`src/rtl/wisc_pkg.sv`:
```
// wisc_pkg: shared opcodes, bubble word and fetch state encoding
package wisc_pkg;
  localparam logic [4:0] OP_HALT = 5'b00000;
  localparam logic [4:0] OP_NOP = 5'b00001;
  localparam logic [15:0] NOP_INSTR = 16'h0800;
  typedef logic [1:0] fetch_state_t;
  localparam fetch_state_t S_FETCH = 2'd0;
  localparam fetch_state_t S_HOLD = 2'd1;
  localparam fetch_state_t S_DRAIN = 2'd2;
  localparam fetch_state_t S_HALT = 2'd3;
endpackage

```
`src/rtl/fetch_skid_buf.sv`:
```
// fetch_skid_buf: single-entry {instr, pc_plus2} buffer for words returned during a decode stall
module fetch_skid_buf #(
  parameter int DATA_W = 16
) (
  input  logic              clk,
  input  logic              rst,
  input  logic              load,
  input  logic              clear,
  input  logic [DATA_W-1:0] instr_d,
  input  logic [DATA_W-1:0] pc_plus2_d,
  output logic              valid,
  output logic [DATA_W-1:0] instr,
  output logic [DATA_W-1:0] pc_plus2
);
  always_ff @(posedge clk) begin
    if (rst || clear) valid <= 1'b0;
    else if (load) begin
      valid <= 1'b1;
      instr <= instr_d;
      pc_plus2 <= pc_plus2_d;
    end
  end
endmodule

```
`src/rtl/fetch_stage.sv`:
```
// fetch_stage: PC, instruction-memory handshake and IF/ID register with stall, redirect and halt handling
module fetch_stage
  import wisc_pkg::*;
#(
  parameter int DATA_W = 16,
  parameter logic [DATA_W-1:0] RESET_PC = '0,
  parameter logic [DATA_W-1:0] NOP_INSTR = wisc_pkg::NOP_INSTR
) (
  input  logic              clk,
  input  logic              rst,
  output logic              imem_req,
  output logic [DATA_W-1:0] imem_addr,
  input  logic              imem_done,
  input  logic [DATA_W-1:0] imem_rdata,
  input  logic              id_stall,
  input  logic              redirect_valid,
  input  logic [DATA_W-1:0] redirect_pc,
  input  logic              halt_d,
  output logic [DATA_W-1:0] if_instr,
  output logic [4:0]        if_op,
  output logic [DATA_W-1:0] if_pc_plus2,
  output logic              if_valid,
  output logic              halted
);
  fetch_state_t state, state_n;
  logic [DATA_W-1:0] pc, pc_n, pc_plus2, instr_n, pcp2_n, skid_instr, skid_pcp2;
  logic valid_n, skid_load, skid_clr, skid_valid;
  assign pc_plus2 = pc + DATA_W'(2);
  assign imem_req = !rst && state == S_FETCH;
  assign imem_addr = pc;
  assign halted = state == S_HALT;
  assign if_op = if_instr[DATA_W-1 -: 5];
  fetch_skid_buf #(.DATA_W(DATA_W)) u_skid (
    .clk(clk), .rst(rst), .load(skid_load), .clear(skid_clr),
    .instr_d(imem_rdata), .pc_plus2_d(pc_plus2),
    .valid(skid_valid), .instr(skid_instr), .pc_plus2(skid_pcp2)
  );
  always_comb begin
    state_n = state;
    pc_n = pc;
    instr_n = if_instr;
    pcp2_n = if_pc_plus2;
    valid_n = if_valid;
    skid_load = 1'b0;
    skid_clr = 1'b0;
    if (state == S_HALT) begin
    end else if (redirect_valid) begin
      pc_n = redirect_pc;
      instr_n = NOP_INSTR;
      valid_n = 1'b0;
      skid_clr = 1'b1;
      state_n = ((state == S_FETCH || state == S_DRAIN) && !imem_done) ? S_DRAIN : S_FETCH;
    end else if (state == S_DRAIN) begin
      state_n = imem_done ? S_FETCH : S_DRAIN;
    end else if (halt_d) begin
      // keep the HALT word in IF/ID; wait out an in-flight access before stopping
      skid_clr = 1'b1;
      state_n = (state == S_HOLD || imem_done) ? S_HALT : state;
    end else if (state == S_HOLD) begin
      if (!id_stall) begin
        instr_n = skid_instr;
        pcp2_n = skid_pcp2;
        valid_n = skid_valid;
        skid_clr = 1'b1;
        state_n = S_FETCH;
      end
    end else if (imem_done) begin
      pc_n = pc_plus2;
      skid_load = id_stall;
      state_n = id_stall ? S_HOLD : S_FETCH;
      instr_n = id_stall ? if_instr : imem_rdata;
      pcp2_n = id_stall ? if_pc_plus2 : pc_plus2;
      valid_n = id_stall ? if_valid : 1'b1;
    end else if (!id_stall) begin
      instr_n = NOP_INSTR;
      valid_n = 1'b0;
    end
  end
  always_ff @(posedge clk) begin
    if (rst) begin
      state <= S_FETCH;
      pc <= RESET_PC;
      if_instr <= NOP_INSTR;
      if_pc_plus2 <= RESET_PC + DATA_W'(2);
      if_valid <= 1'b0;
    end else begin
      state <= state_n;
      pc <= pc_n;
      if_instr <= instr_n;
      if_pc_plus2 <= pcp2_n;
      if_valid <= valid_n;
    end
  end
endmodule

```
`config.mk`:
```
export PLATFORM = sky130hd
export DESIGN_NAME = fetch_stage
export DESIGN_NICKNAME = d
export VERILOG_FILES = /design/src/rtl/wisc_pkg.sv /design/src/rtl/fetch_skid_buf.sv /design/src/rtl/fetch_stage.sv
export SDC_FILE = /design/constraint.sdc
export NUM_CORES = 1
export LEC_CHECK = 0
export ABC_AREA = 1
export CAP_MARGIN = 20
export CORE_AREA = 2 2 92 94
export CTS_CLUSTER_SIZE = 28
export DETAILED_ROUTE_END_ITERATION = 6
export DIE_AREA = 0 0 94 96
export PLACE_DENSITY = 0.84
export RECOVER_POWER = 50
export SLEW_MARGIN = 20
export SYNTH_ARGS = -nofsm -noshare
export SYNTH_HDL_FRONTEND = slang
export SYNTH_SLANG_ARGS = --single-unit
```
`constraint.sdc`:
```
create_clock -name clk -period 3 [get_ports clk]
set_input_delay 0.3 -clock clk [delete_from_list [all_inputs] [get_ports clk]]
set_output_delay 0.3 -clock clk [all_outputs]
set_load 0.02 [all_outputs]
```
==> results.cfg <==
[clock_network]
cts_resized = 0
numCtsBuffers = 9
htreeDepth = 3
ctsHoldBuffers = 0
postCtsSetupRepairBufs = 0
clkTransAtPathRegs_ps = 80
cts_sinks = 84
cts_tree = yes
clockBufferDepth = 2
clk_latency_ps = 350
cts-root-buf = clkbuf_8

[yosys]
syn_inst = 487
yosysSeqAreaShare = 0.506
ys_seq_elements = 84
syn_area_sq_um = 3960
ys_types = 29
syn_avg_cell_area_sq_um = 8.13
synth_warnings = 0
syn_nets = 526

[timing]
fin_crit_ps = 2290
totalNegativeSetupSlack_ps = 0
max_freq_ghz = 0.437
tightest_slew_ps = 921
hold_violations = 0
period_share = 0.762
setup_viol = 0
rsz0062_at_grt = false
maxSlewViolCount = 0
skew_ps = 6.22
fin_ws_ps = 713
slew_headroom = 0.381

[critical_path]
critical_path.endpoint = imem_addr[1]
crit_arrival_ps = 2500
r2r-start = state[1]
crit_fanout = 29
required_ps = 3220
startpoint_type = flop
r2r_cells = 7
r2r_end = imem_addr[1]
crit_type = flop to flop
r2r_slack_ps = 710
cp-startpoint = state[1]
worstSetupEndpointType = flop

[power]
power_w = 0.00261
switching_share = 0.275
seq_power_share = 0.487
switching_power_w = 0.000717
p_leak_nw = 2.14
p_comb_frac = 0.173
ir_worst_vdd_mv = 0.245
p_per_area_nw_per_um2 = 511
p_int_w = 0.00189
power_frac_clock = 0.340

[drt]
vias = 3632
drt_wl_total_mm = 9.87
antenna_left = 0
routed_via_density = 5.36
dr.pass1.iters = 4
wl_per_cell_um = 14.6
drtIter0Drc = 228
drc = 0

[global_route]
grt_pass1_wl_mm = 16.0
antenna_found_initial = 0
grt_pass1_vias = 3370
grt-ovfl-total = 0
globalRouteTotalUtil = 0.227
grt_max_degree = 31

[place]
hpwlAfterDp_mm = 6.92
portBuffers = 93
routabilityCongestion = 0.895
placedCellCount = 662
pre_cts_slack_ps = 601

[layout]
fin_nets = 607
n_antenna_cell = 0
fin_util = 0.634
drive_above_1_share = 0.0838
area.growth.synth_to_final_pct = 29.0
fin_cells = 678

[floorplan]
dieArea_sq_um = 9020
die_x_um = 94
num_io_pins = 94
die_h_um = 96
coreArea_sq_um = 8050
rows = 33
initial_core_util = 0.492

[hold_path]
hp-class = flop to flop

[flow_run]
cap_violations = 0

[outcome]
status = finished clean
-- layout make-up --
cell class                 instances  area, sq um
sequential                        84         2000
clock buffer                      12          145
multi-input combinational        340         1640
clock inverter                     4         72.6
inverter                          32          120
tap                              105          131
fill                             689         2950
timing repair buffer             101          991
-- cell families (layout without fill, tap and decap cells) --
group / after synthesis / in the layout / synth area share
AOI/OAI and AO/OA: 102 / 102 / 0.146
xor gates and xnor gates: 7 / 7 / 0.0155
adders and majority gates: 1 / 1 / 0.00316
buffers and inverters: 63 / 149 / 0.0797
DFF: 84 / 84 / 0.506
and+or+nand+nor: 230 / 230 / 0.249
-- metal layers --
layer	track usage	up-vias	wire [um]
li1	-	1772	-
met1	0.302	1666	4200
met2	0.371	176	4730
met3	0.0407	18	757
met4	0.0857	0	172
met5	0	-	0
-- cells in the final DEF (no fill, tap or decap), types with 3 or more instances in the layout --
master,instances
nand2_1,153
dlygate4sd3_1,70
a21oi_1,60
dfxtp_1,52
nand3_1,36
edfxtp_1,32
inv_1,28
clkdlybuf4s50_1,23
o21ai_0,22
nor2_1,20
a21oi_2,14
clkbuf_8,10
buf_4,8
xor2_1,7
nand2_2,6
nand4_1,5
inv_2,3
-- synthesized netlist by cell type (all sizes together) --
cell	n	area [sq um]
o22ai	1	6.26
ha	1	12.5
and2	4	25.0
o211a	2	20.0
inv	31	116
nand2	159	612
nor3	2	10.0
xor2	7	61.3
edfxtp	32	961
o21ai	23	115
nand3	36	180
a21oi	74	423
nor4	1	21.3
buf	24	169
clkinv	1	3.75
o211ai	2	15.0
nand3b	1	7.51
clkbuf	7	26.3
dfxtp	52	1040
nand4	6	52.6
nor2	21	78.8
-- critical path, stage by stage (launching register included) --
cell and delay, ps:
dfxtp_1 500, inv_2 150, nand2_2 420, nand2_2 180, nand2_2 120, nand2_2 340
o21ai_0 370, a21oi_1 70
-- power by group through the flow --
stage          clock network [W]  logic, W  registers [W]
3_5_place_dp                   0  0.000464        0.00130
3_3_place_gp                   0  0.000451        0.00129
2_1_floorplan                  0  0.000252        0.00133
4_1_cts                 0.000888  0.000467        0.00127
5_1_grt                 0.000938  0.000496        0.00128
6_report                0.000887  0.000452        0.00127
-- registers in the layout, indices dropped and copies added, names as in the netlist --
| name | flops |
|---|---|
| if_pc_plus2 | 16 |
| imem_addr | 16 |
| u_skid.pc_plus2 | 16 |
| u_skid.instr | 16 |
| if_instr | 16 |
| if_valid | 1 |
| state | 2 |
| u_skid.valid | 1 |
-- worst min path at each step --
| stage | cells after the start | to | start |
|---|---|---|---|
| 5_1_grt | 2 | if_instr[2] | if_instr[2] |
| 4_1_cts | 2 | u_skid.valid | u_skid.valid |
| 6_report | 2 | u_skid.valid | u_skid.valid |
| 3_3_place_gp | 2 | u_skid.valid | u_skid.valid |
| 3_5_place_dp | 2 | u_skid.valid | u_skid.valid |
| 2_1_floorplan | 1 | if_instr[4] | rst |
-- metrics by stage --
stage / instance area, sq um / hold slack, ps
2_1_floorplan: 3960 / 369
3_3_place_gp: 4890 / 440
3_5_place_dp: 4890 / 444
4_1_cts: 5100 / 455
5_1_grt: 5100 / 478
6_report: 5100 / 456
(Power assumes the default switching activity.)
